**config.mk**
```make
export PLATFORM = sky130hd
export DESIGN_NAME = xalu_iter
export DESIGN_NICKNAME = d
export VERILOG_FILES = /design/src/rtl/xalu_iter.sv
export SDC_FILE = /design/constraint.sdc
export NUM_CORES = 1
export LEC_CHECK = 0
export CAP_MARGIN = 20
export CORE_ASPECT_RATIO = 1.75
export CORE_UTILIZATION = 56
export CTS_BUF_LIST = sky130_fd_sc_hd__clkbuf_8
export DETAILED_ROUTE_END_ITERATION = 12
export HOLD_SLACK_MARGIN = 0.1
export PLACE_DENSITY = 0.8
export SLEW_MARGIN = 40
export SYNTH_ARGS = -nofsm -noshare
export SYNTH_HDL_FRONTEND = slang
export SYNTH_SLANG_ARGS = --single-unit
```
**constraint.sdc**
```tcl
create_clock -name clk -period 3.4 [get_ports clk]
set_input_delay 0.85 -clock clk [delete_from_list [all_inputs] [get_ports clk]]
set_output_delay 0.85 -clock clk [all_outputs]
set_load 0.01 [all_outputs]
```
**src/rtl/xalu_iter.sv**
```systemverilog
// Iterative mult/multu/div/divu unit with HI/LO commit, plus mthi/mtlo/mfhi/mflo.
// Latency: ops 1,2,7,8 hold Busy for WIDTH+1 cycles; mthi/mtlo commit at accept; mfhi/mflo combinational.
// Backpressure: Start while Busy is dropped (no queueing); Flush aborts the in-flight op without commit.
module xalu_iter #(
    parameter int WIDTH = 32,
    parameter int OP_W  = 4
) (
    input  logic             clk,
    input  logic             reset,
    input  logic [WIDTH-1:0] D1,
    input  logic [WIDTH-1:0] D2,
    input  logic [OP_W-1:0]  XALUOp,
    input  logic             Start,
    input  logic             Flush,
    output logic [WIDTH-1:0] XALU_Out,
    output logic             Busy,
    output logic             Done,
    output logic             DivZero
);
    localparam int CW = $clog2(WIDTH);
    localparam logic [CW-1:0] LAST = CW'(WIDTH - 1);

    localparam logic [1:0] S_IDLE = 2'd0;
    localparam logic [1:0] S_RUN  = 2'd1;
    localparam logic [1:0] S_FIX  = 2'd2;

    localparam logic [OP_W-1:0] OP_MULT  = OP_W'(1);
    localparam logic [OP_W-1:0] OP_MULTU = OP_W'(2);
    localparam logic [OP_W-1:0] OP_MTHI  = OP_W'(3);
    localparam logic [OP_W-1:0] OP_MTLO  = OP_W'(4);
    localparam logic [OP_W-1:0] OP_MFHI  = OP_W'(5);
    localparam logic [OP_W-1:0] OP_MFLO  = OP_W'(6);
    localparam logic [OP_W-1:0] OP_DIV   = OP_W'(7);
    localparam logic [OP_W-1:0] OP_DIVU  = OP_W'(8);

    logic [1:0]         state;
    logic [CW-1:0]      cnt;
    logic [WIDTH-1:0]   hi, lo;
    logic [WIDTH-1:0]   opb;
    logic [2*WIDTH-1:0] prod;
    logic               is_div, neg_lo, neg_hi;

    logic               op_long, op_div, op_sgn, div_zero;
    logic               a_neg, b_neg;
    logic [WIDTH-1:0]   a_mag, b_mag;
    logic [WIDTH:0]     mul_sum, div_shift, div_diff;
    logic [2*WIDTH-1:0] mul_next, div_next, mul_fix;
    logic [WIDTH-1:0]   quo_fix, rem_fix;

    assign Busy = (state != S_IDLE);

    always_comb begin
        op_div   = (XALUOp == OP_DIV) || (XALUOp == OP_DIVU);
        op_long  = op_div || (XALUOp == OP_MULT) || (XALUOp == OP_MULTU);
        op_sgn   = (XALUOp == OP_MULT) || (XALUOp == OP_DIV);
        div_zero = op_div && (D2 == '0);
        a_neg    = op_sgn && D1[WIDTH-1];
        b_neg    = op_sgn && D2[WIDTH-1];
        a_mag    = a_neg ? -D1 : D1;
        b_mag    = b_neg ? -D2 : D2;
    end

    // Shared shadow register: {upper accumulator/remainder, lower multiplier/quotient}.
    always_comb begin
        mul_sum   = {1'b0, prod[2*WIDTH-1:WIDTH]} + {1'b0, (prod[0] ? opb : '0)};
        mul_next  = {mul_sum, prod[WIDTH-1:1]};
        div_shift = {prod[2*WIDTH-1:WIDTH], prod[WIDTH-1]};
        div_diff  = div_shift - {1'b0, opb};
        div_next  = div_diff[WIDTH] ? {div_shift[WIDTH-1:0], prod[WIDTH-2:0], 1'b0}
                                    : {div_diff[WIDTH-1:0],  prod[WIDTH-2:0], 1'b1};
    end

    // MIN / -1 falls out naturally: magnitude quotient 2^(W-1) negates back to MIN.
    always_comb begin
        mul_fix = neg_lo ? -prod : prod;
        quo_fix = neg_lo ? -prod[WIDTH-1:0] : prod[WIDTH-1:0];
        rem_fix = neg_hi ? -prod[2*WIDTH-1:WIDTH] : prod[2*WIDTH-1:WIDTH];
    end

    always_ff @(posedge clk) begin
        if (reset) begin
            state   <= S_IDLE;
            cnt     <= '0;
            hi      <= '0;
            lo      <= '0;
            opb     <= '0;
            prod    <= '0;
            is_div  <= 1'b0;
            neg_lo  <= 1'b0;
            neg_hi  <= 1'b0;
            Done    <= 1'b0;
            DivZero <= 1'b0;
        end else if (Flush) begin
            state <= S_IDLE;
            cnt   <= '0;
            Done  <= 1'b0;
        end else begin
            Done <= 1'b0;
            case (state)
                S_IDLE: begin
                    if (Start) begin
                        if (div_zero) begin
                            DivZero <= 1'b1;
                        end else if (op_long) begin
                            state   <= S_RUN;
                            cnt     <= '0;
                            prod    <= {{WIDTH{1'b0}}, a_mag};
                            opb     <= b_mag;
                            is_div  <= op_div;
                            neg_lo  <= a_neg ^ b_neg;
                            neg_hi  <= op_div ? a_neg : (a_neg ^ b_neg);
                            DivZero <= 1'b0;
                        end else if (XALUOp == OP_MTHI) begin
                            hi      <= D1;
                            DivZero <= 1'b0;
                        end else if (XALUOp == OP_MTLO) begin
                            lo      <= D1;
                            DivZero <= 1'b0;
                        end
                    end
                end
                S_RUN: begin
                    prod <= is_div ? div_next : mul_next;
                    cnt  <= cnt + CW'(1);
                    if (cnt == LAST) begin
                        state <= S_FIX;
                    end
                end
                S_FIX: begin
                    if (is_div) begin
                        hi <= rem_fix;
                        lo <= quo_fix;
                    end else begin
                        hi <= mul_fix[2*WIDTH-1:WIDTH];
                        lo <= mul_fix[WIDTH-1:0];
                    end
                    Done  <= 1'b1;
                    state <= S_IDLE;
                end
                default: state <= S_IDLE;
            endcase
        end
    end

    always_comb begin
        XALU_Out = '0;
        if (XALUOp == OP_MFHI) begin
            XALU_Out = hi;
        end else if (XALUOp == OP_MFLO) begin
            XALU_Out = lo;
        end
    end

endmodule

```
=== After elaboration in Yosys (flattened, before gate mapping) ===
Cells that the tools add are included.

* Multiply operators: 0
* Muxes and demuxes: 42
* Shifts and indexed selects: 0
* Add/sub/neg operators: 8
* Div/mod/pow operators: 0
* Eq/ne operators: 19
* Bitwise logic cells: 3
* Reductions and logical operators: 21
* Order comparisons: 0

{| class="wikitable"
|+ Operator list
! kind !! count
|-
| $mux W32 || 18
|-
| $mux W64 || 6
|-
| $neg A32 Y32 || 4
|-
| $pmux W32 S2 || 2
|-
| $pmux W64 S2 || 1
|-
| $neg A64 Y64 || 1
|-
| $add A32 B32 Y33 || 1
|-
| $sub A33 B32 Y33 || 1
|-
| $logic_not A32 Y1 || 1
|-
| $eq A4 B3 Y1 const B || 4
|-
| $ne A2 B2 Y1 const B || 8
|-
| $mux W5 || 3
|-
| $reduce_and A4 Y1 || 3
|-
| $pmux W5 S2 || 1
|-
| $reduce_and A5 Y1 || 2
|-
| $eq A4 B2 Y1 const B || 2
|-
| $mux W2 || 4
|-
| $reduce_and A7 Y1 || 1
|-
| $mux W1 || 6
|-
| $reduce_and A6 Y1 || 1
|-
| $reduce_bool A2 Y1 || 3
|-
| $add A5 B1 Y5 const B || 1
|-
| $eq A5 B5 Y1 const B || 1
|-
| $eq A4 B1 Y1 const B || 1
|-
| 11 further kinds || 17
|}

* Input bits: 72
* Output and inout port bits: 35
* Latch bits: 0
* Logic and storage cells: 104
* Memories: 0
* Memory bits (read-only): 0
* Bits in writable memories: 0
* Register bits after elaboration: 172

=== Longest topological paths before layout ===
* Depth after elaboration: 8
* Gate-level depth with buffers: 15
* Depth with buffers taken out: 14

=== Worst setup path before layout ===
OpenSTA, ideal clock, no wires.

* Path kind: input -> register
* Start: input D2[4]
* End: register opb[29]
* Path slack: 177 ps
* Arrival: 3138 ps
* Data required time: 3314 ps
* Stages: 10
* Buffers on the path: 0
* Cell sequence: or4_4 > or4_4 > or4_4 > nor3_4 > nand2b_2 > nor2_4 > nand2_2 > o31ai_4 > xor2_1 > a211oi_1

* Word-level cells in the longest chain between the ends: 4
* Elaborated cells between the ends (all ways): 6

{| class="wikitable"
|+ RTL lines
! what !! line !! text
|-
| start, declared || 11 || <nowiki>input logic [WIDTH-1:0] D2,</nowiki>
|-
| branches (longest 4 deep; another with $neg A32 Y32) || n/a ||
|-
| end signal, assigned || 108 || <nowiki>opb <= b_mag;</nowiki>
|-
| end, declared || 39 || <nowiki>logic [WIDTH-1:0] opb;</nowiki>
|}

Several ways; the timed one is not identified.
A chain may end at the register's enable or synchronous reset.

=== Worst setup path after layout ===
* Start: register opb[2]
* End: register prod[62]

* Word-level cells in the longest chain between the ends: 4
* Elaborated cells between the ends (all ways): 6

{| class="wikitable"
|+ RTL lines
! what !! line !! text
|-
| $sub A33 B32 Y33 or $mux W32 (tied branches) || 68, 65 ||
|-
| $mux W64 or $add A32 B32 Y33 (tied branches) || 69, 65 ||
|-
| $mux W64 * || 123 || <nowiki>prod <= is_div ? div_next : mul_next;</nowiki>
|-
| $pmux W64 S2 * || 99 || <nowiki>case (state)</nowiki>
|-
| end signal, assigned || 107 || <nowiki>prod <= {{WIDTH{1'b0}}, a_mag};</nowiki>
|-
| end signal, assigned || 123 ||
|-
| end, declared || 40 || <nowiki>logic [2*WIDTH-1:0] prod;</nowiki>
|}

Mark *: on every way between the ends. The rest lies on a longest branch, timed or not.

==> results.yml <==
status:
  outcome: "finished clean"
setup_path:
  cp_slowest_cell: "o31ai_1"
  worst-path-stages: 13
  cp-end-kind: "flop"
  rr_worst_depth: 13
  path_cells: "inv_1, ha_1, nor2b_2, o31ai_1, a21oi_2, o21ai_2, a21oi_4, o221ai_4, xor2_1, buf_4, nor3b_2, a211oi_1, o31ai_1"
  path_class: "reg -> reg"
  cp.arrival_ps: 3780
  critPathMaxFanout: 10
  critPathBufInv: 2
  cpLargestDelayFamily: "compound AO/OA/AOI/OAI gates"
  critPathMaxStageDelay_ps: 410
  crit_top_cell: "o31ai_1"
  startpoint_type: "flop"
  required_ps: 3830
layout:
  fin_cells: 2519
  design_area_um2: 17900
  drive_gt1_frac: 0.166
  fin_nets: 2334
  syn2layout_area_growth_pct: 25.4
  final_util: 0.712
  insertedDiodeCount: 0
die:
  design.die.area_um2: 26200
  rows: 77
  coreArea_um2: 25100
  start_util: 0.568
  die_x_um: 123
  die_height_um: 213
  num_io_pins: 107
grt:
  grt-busiest-layer: "met2"
  grtUsageMet2: 0.767
  met3_usage: 0.186
  grt_max_degree: 100
  globalRouteOverflowTotal: 0
  track_usage: 0.470
  antenna_found_initial: 0
  grt_util_met1: 0.415
  grt_pass1_vias: 16300
  grt_pass1_wl_mm: 90.6
place:
  dpl_cell_area_um2: 17300
  pre_cts_ws_ps: -467
  hpwl_mm: 42.9
  port_buffers: 106
  place_congestion: 1.05
  place_inst: 2478
synth:
  synthTopCellsByCount: "256 x nor2_1, 191 x nand2_1, 188 x a21oi_1"
  synth_nets: 2088
  synth_warnings: 0
  syn_area_um2: 14300
  syn_inst: 1944
  yosysTopAreaCell: "dfxtp_1"
  synth_top_cell_area_share: 0.241
  synthTopCellsByArea: "dfxtp_1 24%, nor2_1 6.7%, a21oi_1 6.6%"
  ys_types: 80
  synth_edf_count: 0
  synthArstFlopShare: 0
  avgSynthCellArea_um2: 7.34
  synth-seq-area-share: 0.241
  ys.flop_type: "dfxtp_1"
  synth_seq_cells: 172
  post-synth-top-count-cell: "nor2_1"
sta:
  fin_setup_tns_ps: 0
  tightest_slew_ps: 886
  maxSlewHeadroom: 0.406
  setup_slack_ps: 43.5
  hold_viol: 0
  period_minus_slack_ps: 3360
  rsz0062_at_grt: "yes"
  finalSetupViolCount: 0
  finClkSkew_ps: 16.8
  finalCritPeriodShare: 0.987
  fmax_mhz: 298
  timing.hold.ws_ps: 465
  slew_viol_final: 0
detailed_routing:
  firstDrtPassIters: 6
  wire_per_inst_um: 23.8
  viasPerCell: 6.55
  routed_wl_mm: 59.9
  drt_iter0_drc: 1653
  vias: 16500
  drc: 0
  antenna_left: 0
pwr:
  ir_worst_vdd_uv: 276
  power_density_nw_per_um2: 291
  power_mw: 5.21
  leakagePower_nw: 7.23
clock_tree:
  cts.sinks: 172
  cts_buffer_depth: 2
  ctsHoldBuffers: 0
  clk_pin_slew_ps: 110
  cts_buffers: 17
  root_buffer: "clkbuf_8"
  htreeDepth: 4
  clk_latency_ps: 540
  tritoncts: "done"
worst_hold_path:
  min_path_cells: 2
  hold_class: "reg -> reg"
run:
  maxCapViolCount: 0
## worst reg2reg max path, cell delays in order (launching register included)
cell and delay (ps):
dfxtp_1 350, inv_1 80, ha_1 340, nor2b_2 180, o31ai_1 410, a21oi_2 180, o21ai_2 330, a21oi_4 140
o221ai_4 270, xor2_1 290, buf_4 270, nor3b_2 80, a211oi_1 260, o31ai_1 110
## placed cells by master (no fill, tap or decap), drive strengths merged, types with 13 or more instances in the layout
master,n
mux2i,50
nor4,17
nor2,259
nor3,41
ha,70
a22o,32
o211ai,36
a311oi,18
nand2,192
o21a,15
a22oi,27
o31ai,22
dlygate4sd2,15
or4,13
dfxtp,172
nand3,22
xor2,81
o21ai,108
or3,16
and2,13
a21o,29
a31oi,20
a21oi,189
clkbuf,30
xnor2,93
nor2b,15
clkdlybuf4s50,68
inv,68
buf,254
a211oi,77
nand2b,20
## worst paths after layout
kind | from | endpoint | slack, ps
min reg2reg | lo[18]$_SDFFE_PP0P_ | lo[18]$_SDFFE_PP0P_ | 460
max reg2reg | opb[2]$_SDFFE_PP0P_ | prod[62]$_SDFFE_PP0P_ | 40
min | lo[18]$_SDFFE_PP0P_ | lo[18]$_SDFFE_PP0P_ | 460
max | opb[2]$_SDFFE_PP0P_ | prod[62]$_SDFFE_PP0P_ | 40
## sequential cells by signal, summed over array words and instances, names as in the netlist
| signal | count |
|---|---|
| prod | 64 |
| hi | 32 |
| lo | 32 |
| opb | 32 |
| cnt | 5 |
| state | 2 |
| DivZero | 1 |
| Done | 1 |
| is_div | 1 |
| neg_hi | 1 |
| neg_lo | 1 |
## kinds of logic after synthesis
group,count (synthesis),share of synthesized area
xor gates and xnor gates,174,0.107
and+or+nand+nor,654,0.211
buffers and inverters,192,0.0522
adders and majority gates,72,0.0642
muxes,51,0.0359
AOI/OAI and AO/OA,629,0.288
DFF,172,0.241
## layout make-up
cell class                 count  area [um^2]
fill                        2086         7250
clock buffer                  17          234
multi-input combinational   1580        10300
clock inverter                15          201
inverter                      60          225
timing repair buffer         359         3080
tap                          316          395
sequential                   172         3450
## timing repair
item | in CTS | in global routing
gates cloned | 1 | 0
setup buffers | 1 | 7
endpoints found under the hold margin | 0 | 0
pin swaps | 0 | 22
setup endpoints to repair | 64 | 51
resized for setup | 43 | 66
## layer usage
metal / vias up / share of wire
met5: - / 0
met4: 0 / 0.13
met3: 434 / 0.10
met2: 914 / 0.46
met1: 7636 / 0.30
li1: 7507 / -
## where the power goes
part / internal [mW] / total [mW] / leakage [nW] / switching [mW]
logic: 0.613 / 1.44 / 5.63 / 0.822
registers: 2.05 / 2.09 / 1.39 / 0.0384
clock network: 0.754 / 1.68 / 0.212 / 0.931
No activity file was read; power rests on OpenSTA's default activity.
